**src/rtl/mempool_pkg.sv**
```systemverilog
// Shared types for the MemPool TCDM bank path: data/strobe types and the
// response record carried from a bank back to its requesters.
package mempool_pkg;

    // Default bank geometry; the arbiter's parameters default to these values,
    // so overriding them on an instance must be mirrored here.
    localparam int unsigned BankNumReq    = 4;
    localparam int unsigned BankDataWidth = 32;
    localparam int unsigned BankIdxWidth  = $clog2(BankNumReq);

    typedef logic [BankDataWidth-1:0]   data_t;
    typedef logic [BankDataWidth/8-1:0] strb_t;

    // A read response: the requester that issued the read plus its data.
    typedef struct packed {
        logic [BankIdxWidth-1:0] idx;
        data_t                   rdata;
    } bank_resp_t;

endpackage

```
**src/rtl/fifo_v3.sv**
```systemverilog
// Small FIFO with the common_cells fifo_v3 interface shape, using the bank's
// active-high asynchronous reset. With FALL_THROUGH set, a push into an empty
// queue is visible on data_o in the same cycle and can be popped right away
// without ever being stored.
module fifo_v3 #(
    parameter bit          FALL_THROUGH = 1'b0,
    parameter int unsigned DEPTH        = 8,
    parameter type         dtype        = logic,
    localparam int unsigned AddrDepth   = (DEPTH > 1) ? $clog2(DEPTH) : 1
) (
    input  logic             clk_i,
    input  logic             rst_i,
    output logic             full_o,
    output logic             empty_o,
    output logic [AddrDepth:0] usage_o,
    input  dtype             data_i,
    input  logic             push_i,
    output dtype             data_o,
    input  logic             pop_i
);

    localparam logic [AddrDepth-1:0] LastPtr   = AddrDepth'(DEPTH - 1);
    localparam logic [AddrDepth:0]   FullCount = (AddrDepth + 1)'(DEPTH);

    logic [AddrDepth-1:0] rdPtr_q, rdPtr_d;
    logic [AddrDepth-1:0] wrPtr_q, wrPtr_d;
    logic [AddrDepth:0]   count_q, count_d;
    logic                 memWe;
    dtype                 mem_q [DEPTH];

    assign full_o  = (count_q == FullCount);
    assign empty_o = (count_q == '0) & ~(FALL_THROUGH & push_i);
    assign usage_o = count_q;

    // Pointer/count bookkeeping; a bypassed push-and-pop leaves storage untouched.
    always_comb begin
        rdPtr_d = rdPtr_q;
        wrPtr_d = wrPtr_q;
        count_d = count_q;
        memWe   = 1'b0;
        data_o  = mem_q[rdPtr_q];
        if (push_i && !full_o) begin
            memWe   = 1'b1;
            wrPtr_d = (wrPtr_q == LastPtr) ? '0 : wrPtr_q + 1'b1;
            count_d = count_q + 1'b1;
        end
        if (pop_i && (count_q != '0)) begin
            rdPtr_d = (rdPtr_q == LastPtr) ? '0 : rdPtr_q + 1'b1;
            count_d = count_d - 1'b1;
        end
        if (FALL_THROUGH && (count_q == '0) && push_i) begin
            data_o = data_i;
            if (pop_i) begin
                memWe   = 1'b0;
                wrPtr_d = wrPtr_q;
                count_d = count_q;
            end
        end
    end

    // Storage and pointer registers.
    always_ff @(posedge clk_i or posedge rst_i) begin
        if (rst_i) begin
            rdPtr_q <= '0;
            wrPtr_q <= '0;
            count_q <= '0;
            mem_q   <= '{default: '0};
        end else begin
            rdPtr_q <= rdPtr_d;
            wrPtr_q <= wrPtr_d;
            count_q <= count_d;
            if (memWe) begin
                mem_q[wrPtr_q] <= data_i;
            end
        end
    end

endmodule

```
**src/rtl/tcdm_bank_arbiter.sv**
```systemverilog
// Round-robin arbiter in front of one single-ported TCDM bank. Grants one
// request per cycle, drives the bank, and returns read data through a small
// fall-through response queue so requesters can backpressure responses.
// Optional build macro MEMPOOL_BANK_ARB_PERF_EN adds a saturating 32-bit
// conflict counter output (conflict_cnt_o).
module tcdm_bank_arbiter
    import mempool_pkg::*;
#(
    parameter int unsigned NumReq       = BankNumReq,
    parameter int unsigned DataWidth    = BankDataWidth,
    parameter int unsigned AddrMemWidth = 8,
    parameter int unsigned RespDepth    = 2,
    localparam int unsigned IdxWidth    = $clog2(NumReq)
) (
    input  logic                                    clk_i,
    input  logic                                    rst_i,
    input  logic [NumReq-1:0]                       req_valid_i,
    output logic [NumReq-1:0]                       req_ready_o,
    input  logic [NumReq-1:0][AddrMemWidth-1:0]     req_addr_i,
    input  logic [NumReq-1:0]                       req_wen_i,
    input  logic [NumReq-1:0][DataWidth-1:0]        req_wdata_i,
    input  logic [NumReq-1:0][DataWidth/8-1:0]      req_be_i,
    output logic                                    bank_req_o,
    output logic [AddrMemWidth-1:0]                 bank_addr_o,
    output logic                                    bank_wen_o,
    output logic [DataWidth-1:0]                    bank_wdata_o,
    output logic [DataWidth/8-1:0]                  bank_be_o,
    input  logic [DataWidth-1:0]                    bank_rdata_i,
    output logic                                    resp_valid_o,
    input  logic                                    resp_ready_i,
    output logic [IdxWidth-1:0]                     resp_idx_o,
    output logic [DataWidth-1:0]                    resp_rdata_o
`ifdef MEMPOOL_BANK_ARB_PERF_EN
    ,
    output logic [31:0]                             conflict_cnt_o
`endif
);

    localparam int unsigned CntWidth = ((RespDepth > 1) ? $clog2(RespDepth) : 1) + 1;

    logic [IdxWidth-1:0] ptr_q, ptr_d;
    logic                inflight_q, inflight_d;
    logic [IdxWidth-1:0] inflightIdx_q, inflightIdx_d;

    logic [CntWidth-1:0] respUsage;
    logic                respFull;
    logic                respEmpty;
    logic                respPop;
    bank_resp_t          pushData;
    bank_resp_t          popData;

    logic                readCredit;
    logic [NumReq-1:0]   eligible;
    logic                grantValid;
    logic [IdxWidth-1:0] grantIdx;
    logic [IdxWidth-1:0] candIdx;
    int unsigned         cand;

    // A read may only be granted if its response is guaranteed a queue slot,
    // counting the read still in the SRAM pipeline; same-cycle pops are ignored.
    always_comb begin
        readCredit = !respFull && ((32'(respUsage) + 32'(inflight_q)) < RespDepth);
        eligible   = req_valid_i & (req_wen_i | {NumReq{readCredit}});
    end

    // Round-robin search over the eligible set starting at the priority pointer.
    always_comb begin
        grantValid = 1'b0;
        grantIdx   = '0;
        cand       = 0;
        candIdx    = '0;
        for (int k = 0; k < NumReq; k++) begin
            cand = 32'(ptr_q) + 32'(k);
            if (cand >= NumReq) begin
                cand = cand - NumReq;
            end
            candIdx = IdxWidth'(cand);
            if (!grantValid && !rst_i && eligible[candIdx]) begin
                grantValid = 1'b1;
                grantIdx   = candIdx;
            end
        end
    end

    // Drive the grant and the bank port from the winner; everything idles at 0.
    always_comb begin
        req_ready_o   = '0;
        bank_req_o    = 1'b0;
        bank_addr_o   = '0;
        bank_wen_o    = 1'b0;
        bank_wdata_o  = '0;
        bank_be_o     = '0;
        ptr_d         = ptr_q;
        inflight_d    = 1'b0;
        inflightIdx_d = inflightIdx_q;
        if (grantValid) begin
            req_ready_o[grantIdx] = 1'b1;
            bank_req_o    = 1'b1;
            bank_addr_o   = req_addr_i[grantIdx];
            bank_wen_o    = req_wen_i[grantIdx];
            bank_wdata_o  = req_wdata_i[grantIdx];
            bank_be_o     = req_be_i[grantIdx];
            ptr_d         = (grantIdx == IdxWidth'(NumReq - 1)) ? '0 : grantIdx + 1'b1;
            inflight_d    = ~req_wen_i[grantIdx];
            inflightIdx_d = grantIdx;
        end
    end

    // Priority pointer and the one-deep record of the read in the SRAM pipeline.
    always_ff @(posedge clk_i or posedge rst_i) begin
        if (rst_i) begin
            ptr_q         <= '0;
            inflight_q    <= 1'b0;
            inflightIdx_q <= '0;
        end else begin
            ptr_q         <= ptr_d;
            inflight_q    <= inflight_d;
            inflightIdx_q <= inflightIdx_d;
        end
    end

    // The returning read is pushed the cycle after its grant, tagged with its requester.
    always_comb begin
        pushData.idx   = inflightIdx_q;
        pushData.rdata = bank_rdata_i;
        respPop        = resp_valid_o & resp_ready_i;
    end

    fifo_v3 #(
        .FALL_THROUGH (1'b1),
        .DEPTH        (RespDepth),
        .dtype        (bank_resp_t)
    ) i_resp_fifo (
        .clk_i   (clk_i),
        .rst_i   (rst_i),
        .full_o  (respFull),
        .empty_o (respEmpty),
        .usage_o (respUsage),
        .data_i  (pushData),
        .push_i  (inflight_q),
        .data_o  (popData),
        .pop_i   (respPop)
    );

    assign resp_valid_o = ~respEmpty;
    assign resp_idx_o   = popData.idx;
    assign resp_rdata_o = popData.rdata;

`ifdef MEMPOOL_BANK_ARB_PERF_EN
    logic [31:0] conflictCnt_q;

    // Count cycles where some valid request was left waiting; saturate at all-ones.
    always_ff @(posedge clk_i or posedge rst_i) begin
        if (rst_i) begin
            conflictCnt_q <= '0;
        end else if ((|(req_valid_i & ~req_ready_o)) && (conflictCnt_q != 32'hFFFF_FFFF)) begin
            conflictCnt_q <= conflictCnt_q + 32'd1;
        end
    end

    assign conflict_cnt_o = conflictCnt_q;
`endif

endmodule

```
**config.mk**
```make
export PLATFORM = sky130hd
export DESIGN_NAME = tcdm_bank_arbiter
export DESIGN_NICKNAME = d
export VERILOG_FILES = /design/src/rtl/mempool_pkg.sv /design/src/rtl/fifo_v3.sv /design/src/rtl/tcdm_bank_arbiter.sv
export SDC_FILE = /design/constraint.sdc
export NUM_CORES = 1
export LEC_CHECK = 0
export ABC_AREA = 1
export CORE_AREA = 3 3 127 129
export CTS_BUF_LIST = sky130_fd_sc_hd__clkbuf_16
export CTS_CLUSTER_SIZE = 14
export DETAILED_ROUTE_END_ITERATION = 8
export DIE_AREA = 0 0 130 132
export PLACE_DENSITY = 0.79
export SETUP_SLACK_MARGIN = 0.3
export SLEW_MARGIN = 10
export SYNTH_ARGS = -nofsm -noshare
export SYNTH_HDL_FRONTEND = slang
export SYNTH_SLANG_ARGS = --single-unit
```
**constraint.sdc**
```tcl
create_clock -name clk_i -period 6.6 [get_ports clk_i]
set_input_delay 1.32 -clock clk_i [delete_from_list [all_inputs] [get_ports clk_i]]
set_output_delay 1.32 -clock clk_i [all_outputs]
set_load 0.01 [all_outputs]
```
==> run metrics, run 1 <==
syn nets=between 1000 and 1500; Routed Antenna Nets=0; Adder-Cell Fraction of Synth Area=0.593%; crit-path cells=clkdlybuf4s50_1 > inv_1 > nand2_1 > nand3_1 > nand3_1 > nand3_1 > nand2_1 > inv_1 > nand3_1 > nand2_4 > buf_4 > nand3_1 > nand2_1 > nand2_1 > a21oi_1 > clkdlybuf4s50_1; RSZ-0062 raised after global routing=no; die width=around 130 um; CTS H-tree lvls=3; Async S/R FF share, synth=100%; Setup Crit Path Kind=in -> out; Die Y=around 130 um; initial antenna violation count=1; first drt pass iteration count=5; dpl hpwl=between 15000 and 20000 um; Simple-Gate Fraction of Synth Area=between 30% and 40%; CP delay by family, top=buffers and inverters; Pwr Total=0.00571 W; Hold WC Path Type=reg -> reg; GR Util All Layers=around a quarter; min Tclk post-route=between 5000 and 6000 ps; Routed WL=approximately 23000 um; via count=around 7600; io pins=304; TNS Setup=0 ps; number of distinct library cells after synthesis=27; area leader, netlist=dfrtp_1; Core ar.=15100 um2; Worst setup SP type=input port; Area Overhead vs Synth=52.1%; vias in the first global route=7159; I/O Buffers=around 300; CTS Hold Buffers Added=0; row count=between 40 and 50; TritonCTS clock tree=yes; Synth Area in XOR/XNOR=less than 1%; # Post-CTS Setup Buffers=0; RD Place Congestion=around 0.94; multi-input logic area=3340 um2; max incr delay on CP=between 500 and 600 ps; DIE AREA=roughly 17000 um2; share of layout cells above drive strength 1=3.77%; Synth Area in Compound Gates=16.3%; post-DR wirelength/cell=roughly 16 um; pin count of the biggest net entering global routing=91; latest clock arrival within the worst-skew pair=about 340 ps; ranking of synthesized cells by area=dfrtp_1, nand3_1, nand2_1, inv_1, o21ai_0; Slew headroom=around 25%; CP max FO=65; synthesized area=roughly 6300 um2; nets@finish=between 1000 and 1500; GR Overflow Total=0; number of setup violations in the final report=0; clock root buffer=clkbuf_16; Slowest-stage cell, CP=clkdlybuf4s50_1; Max-Cap Viols=0; CP Capture Type=output port; crit-path most repeated cell=nand3_1; Clock transition at path regs=roughly 60 ps; Fmax=between 150 and 200 MHz; Yosys Warn Count=0; first-pass GRT wire length=between 30000 and 40000 um; clk sinks=77; maximum clock insertion buffer count=2; critical path data required time=around 5300 ps; Vias/cell=~5.2; TritonCTS buffer count=9; WP buf/inv=5; cells resized by post-CTS repair=0; Post-synth EDFFs=0; Yosys reg bits=slightly below 80; Pleak=between 4 and 5 nW; main combinational cell family by area after synthesis=simple AND/OR/NAND/NOR gates; Initial Utilization=between 40% and 50%; Worst VDD drop=between 0.6 and 0.7 mV; crit path DAT=between 4000 and 5000 ps; Finished Cell Area=around 9600 um2; mux contribution to synthesized area=less than 1%; DRC errors left=0; synthesized area per cell=a little over 6 um2; Worst Tran Pin Value=between 1000 and 1500 ps; number of fill cells in the layout=1365; initial drt markers=a little over 600; share of the synthesized area in the top cell type=between 30 and 40%; post-synthesis sequential area ratio=about 30%; final worst-path cycle share=86.4%; Sequential cell area=1930 um2; placed cell areas=9330 um2; cell count after synthesis=roughly 1000; Final Hold Vio Count=0; Power Dens Cells=about 590 nW/um2; Final Max Slew Viols=0; status=completed; worst clock skew=slightly above 7 ps; top_reg_cell synth=dfrtp_1
cell usage after synthesis, types with 2 or more instances:
master      n
a21oi_1    46
buf_1       3
buf_2      45
buf_4       4
buf_6       3
clkbuf_1   29
dfrtp_1    77
ha_1        3
inv_1     174
inv_2       5
nand2_1   221
nand2_2     2
nand2_4     2
nand3_1   245
nand3_2     2
nand4_1     4
nor2_1     10
o211ai_1   34
o21ai_0   107
o21ai_1     2
xor2_1      2
layout make-up:
class | count | area share, %
clock buffers | 9 | 2.34
diodes | 1 | 0.0260
repair buffers | 315 | 32.7
flip-flops and latches | 77 | 20.1
clock inverters | 7 | 0.676
multi-input cells | 686 | 34.7
well taps | 188 | 2.44
inverters | 179 | 7.00
per-stage QoR:
step	utilization, %	worst slack [ps]	hold WS, ps	cells
global route	63.5	520	507	1462
detailed placement	61.6	900	469	1445
floorplan	-	1010	449	1026
global placement	61.6	943	465	1445
CTS	63.5	884	485	1461
finish	63.5	900	478	1462
tightest hold or removal path, stage by stage, from the launching register on:
cell and delay, ps:
dfrtp_1 340, nand2_1 50, nand2_1 50
flip-flops by register name, summed over array words and instances, names as in the netlist:
signal               flops
inflight_q               1
ptr_q                    2
i_resp_fifo.rdPtr_q      1
i_resp_fifo.wrPtr_q      1
i_resp_fifo.mem_q       68
i_resp_fifo.usage_o      2
inflightIdx_q            2
cells in the final DEF (no fill, tap or decap):
master / Yosys / routed
inv_2: 5 / 5
buf_4: 4 / 10
nand2_4: 2 / 2
diode_2: 0 / 1
xor2_2: 1 / 1
o21ai_0: 107 / 107
buf_12: 0 / 2
nor3_4: 0 / 1
nand2_2: 2 / 3
o21ai_4: 0 / 1
clkbuf_16: 0 / 9
nand4_1: 4 / 4
nor2_1: 10 / 10
clkinv_2: 0 / 1
o211ai_1: 34 / 34
xnor2_1: 1 / 1
ha_1: 3 / 3
o21ai_1: 2 / 1
clkdlybuf4s50_1: 0 / 303
mux2i_1: 1 / 1
dfrtp_4: 0 / 1
inv_1: 174 / 173
nand3_2: 2 / 3
nor2_2: 1 / 1
nand2_1: 221 / 220
or2_2: 0 / 1
inv_8: 0 / 2
dfrtp_1: 77 / 76
xor2_1: 2 / 2
inv_6: 0 / 2
clkinvlp_4: 0 / 1
nand3_1: 245 / 244
a21oi_1: 46 / 46
clkinv_4: 0 / 2
worst paths after layout:
path	startpoint	end	slack, ps	depth (start not counted)
min in group asynchronous	rst_i	i_resp_fifo.usage_o[1]	1760	3
worst min-delay path	inflightIdx_q[0]	inflightIdx_q[0]	480	2
worst max-delay path	req_wen_i[1]	bank_wdata_o[26]	900	16
worst min register to register	inflightIdx_q[0]	inflightIdx_q[0]	480	2
max in group asynchronous	rst_i	i_resp_fifo.rdPtr_q	4140	3
worst max register to register	i_resp_fifo.usage_o[0]	inflight_q	3650	17
layer usage:
layer | global-route usage (%) | routed length, um | up-vias
met5 | 0 | 0 | -
met4 | 7.51 | 704 | 0
met3 | 6.20 | 1700 | 43
met2 | 42.1 | 10900 | 283
met1 | 34.0 | 9510 | 3495
li1 | - | - | 3811
kinds of logic (layout without fill, tap and decap cells):
| kind of cell | Yosys count | count (layout) |
|---|---|---|
| AOI/OAI and AO/OA | 189 | 189 |
| xor gates and xnor gates | 4 | 4 |
| adders and majority gates | 3 | 3 |
| buffers and inverters | 263 | 510 |
| DFF | 77 | 77 |
| muxes | 1 | 1 |
| other | 0 | 1 |
| and+or+nand+nor | 489 | 489 |
power breakdown:
part | total, W | switching [W] | internal [W]
Sequential | 0.000873 | 0.000179 | 0.000694
Combinational | 0.00436 | 0.00245 | 0.00191
Clock | 0.000473 | 0.000209 | 0.000264
Total | 0.00571 | 0.00284 | 0.00287
(Power assumes the default switching activity.)
==> run 2, diff against run 1 <==
--- a/config.mk
+++ b/config.mk
@@ -6,6 +6,7 @@
 export NUM_CORES = 1
 export LEC_CHECK = 0
 export ABC_AREA = 1
+export CAP_MARGIN = 20
 export CORE_AREA = 3 3 127 129
 export CTS_BUF_LIST = sky130_fd_sc_hd__clkbuf_16
 export CTS_CLUSTER_SIZE = 14
==> run 2 against run 1 <==
Against the previous run: clock skew shrank 0.73 ps; first-iteration DRC count grew 3.8%; global-route usage stayed put; utilization up 0.26 points; final cell count increased by 0.14%; critical path depth unchanged; worst hold slack is essentially flat; total power increased by 0.26%; clock power is essentially flat; critical path type unchanged; largest cell class unchanged; largest power group unchanged.
==> run metrics, run 2 (synthesis gave the netlist of run 1 again) <==
via count=7641 (+0.12%); Core ar.=15100 um2 (unchanged); Clock transition at path regs=60 ps (about the same); critical path data required time=5280 ps (about the same); CP max FO=65 (unchanged); Worst VDD drop=0.642 mV (-1.1%); crit path DAT=4410 ps (+30 ps); RSZ-0062 raised after global routing=no; post-DR wirelength/cell=15.6 um (-0.35%); max incr delay on CP=560 ps (about the same); Area Overhead vs Synth=52.8%; vias in the first global route=7159 (unchanged); crit-path most repeated cell=nand3_1; CTS Hold Buffers Added=0 (unchanged); Post-Place Cells=1445 (unchanged); Setup Crit Path Kind=in -> out; max FFs per register=68 (unchanged); crit-path cells=clkdlybuf4s50_1 > inv_1 > nand2_1 > nand3_1 > nand3_1 > nand3_1 > nand2_1 > inv_1 > nand3_1 > nand2_4 > buf_4 > nand3_1 > nand2_1 > nand2_1 > a21oi_1 > clkdlybuf4s50_1; Critical Path Source=req_wen_i[1]; placed cell areas=9330 um2 (unchanged); cells resized by post-CTS repair=0 (unchanged); TNS Setup=0 ps (unchanged); flop2flop setup slack=3650 ps (about the same); Hold WC Path Type=reg -> reg; worst reg2reg path depth=17 (unchanged); Slowest-stage cell, CP=clkdlybuf4s50_1; Slew headroom=36.6% (+12 points); Vias/cell=5.22 (about the same); Routed Antenna Nets=0 (unchanged); number of fill cells in the layout=1357 (-0.59%); WP buf/inv=5 (unchanged); min Tclk post-route=5730 ps (+32.0 ps); Power Dens Cells=592 nW/um2 (-0.16%); I/O Buffers=303 (unchanged); RD Place Congestion=0.941 (unchanged); # Post-CTS Setup Buffers=0 (unchanged); Pwr Total=0.00572 W (+0.26%); Crit. path cell count=16 (unchanged); most common cell after layout, fill and taps aside=clkdlybuf4s50_1; CP delay by family, top=buffers and inverters; clock root buffer=clkbuf_16; Pleak=4.74 nW (+0.44%); most flop-heavy register=i_resp_fifo.mem_q; GR Overflow Total=0 (unchanged); Worst R2R Start=i_resp_fifo.usage_o[0]; initial drt markers=627 (+3.8%); maximum clock insertion buffer count=2 (unchanged); pin count of the biggest net entering global routing=91 (unchanged); Final Hold Vio Count=0 (unchanged); number of setup violations in the final report=0 (unchanged); clk sinks=77 (unchanged); Hold WS=478 ps (+0.00100 ps); first-pass GRT wire length=36200 um (unchanged); Worst Tran Pin Value=952 ps (-177 ps); crit path capture=bank_wdata_o[25]; Finished Cell Area=9660 um2 (+0.42%); nets@finish=1492 (+0.13%); initial antenna violation count=1 (unchanged); Worst setup SP type=input port; most frequent cells in the layout=clkdlybuf4s50_1, nand3_1, nand2_1; latest clock arrival within the worst-skew pair=340 ps (about the same); Die Y=132 um (unchanged); row count=45 (unchanged); DRC errors left=0 (unchanged); Routed WL=22800 um (-0.21%); io pins=304 (unchanged); TritonCTS buffer count=9 (unchanged); first drt pass iteration count=5 (unchanged); Fmax=174 MHz (-0.56%); final worst-path cycle share=86.9% (+0.48 points); Initial Utilization=41.8% (unchanged); GR Util All Layers=25.8% (unchanged); CP Capture Type=output port; Max-Cap Viols=0 (unchanged); worst clock skew=6.36 ps (-0.733 ps); die width=130 um (unchanged); Final Max Slew Viols=0 (unchanged); DIE AREA=17200 um2 (unchanged); Final Non-Filler Cells=1464 (+0.14%); dpl hpwl=16500 um (unchanged); CTS H-tree lvls=3 (unchanged); share of layout cells above drive strength 1=3.92% (+0.15 points); RR Endpoint=inflight_q; status=completed; TritonCTS clock tree=yes
-- run 2: changes by cell type in the layout (fill, tap and decap cells not counted), sizes merged --
cell  before  now
buf       12   14
-- run 2: worst min-delay path by stage --
stage / start / endpoint / slack (ps) / cells after the start
floorplan: inflightIdx_q[0] / inflightIdx_q[0] / 450 / 2
global placement: inflightIdx_q[1] / inflightIdx_q[1] / 470 / 2
detailed placement: inflightIdx_q[1] / inflightIdx_q[1] / 470 / 2
CTS: inflightIdx_q[0] / inflightIdx_q[0] / 490 / 2
global route: i_resp_fifo.mem_q[10] / i_resp_fifo.mem_q[10] / 510 / 2
finish: inflightIdx_q[0] / inflightIdx_q[0] / 480 / 2
-- run 2: per-layer routing --
metal  global-route usage [%]  share of wire [%]
met1                     34.0                 41
met2                     42.1                 48
met3                     6.20                8.0
met4                     7.51                2.9
met5                        0                  0
-- run 2: power breakdown --
| group | total, W | switching (W) | internal [W] |
|---|---|---|---|
| logic | 0.00438 | 0.00245 | 0.00193 |
| registers | 0.000872 | 0.000178 | 0.000694 |
| clock network | 0.000472 | 0.000208 | 0.000264 |
| total | 0.00572 | 0.00284 | 0.00288 |
-- run 2: area by class of cell --
cell class,count,area [um2],share of cell area (%)
clock buffers,9,225,2.33
clock inverters,7,65.1,0.673
flip-flops and latches,77,1930,20.0
inverters,179,673,6.97
well taps,188,235,2.43
multi-input cells,686,3340,34.6
repair buffers,317,3190,33.0
diodes,1,2.50,0.0259
-- run 2: metrics by stage --
step	util [%]	setup WS (ps)
after global routing	63.8	520
after CTS	63.5	884
after floorplan	-	1010
after detailed placement	61.6	900
after global placement	61.6	943
final	63.8	868
-- run 2: worst reg2reg max path: cells and delay by family (launching register included) --
family | cells | cell delay [ps]
adder cells (fa/ha/maj) | 1 | 180
AO/OA/AOI/OAI | 1 | 190
buffers and inverters | 3 | 560
flip-flops | 1 | 370
AND/OR/NAND/NOR | 12 | 1580
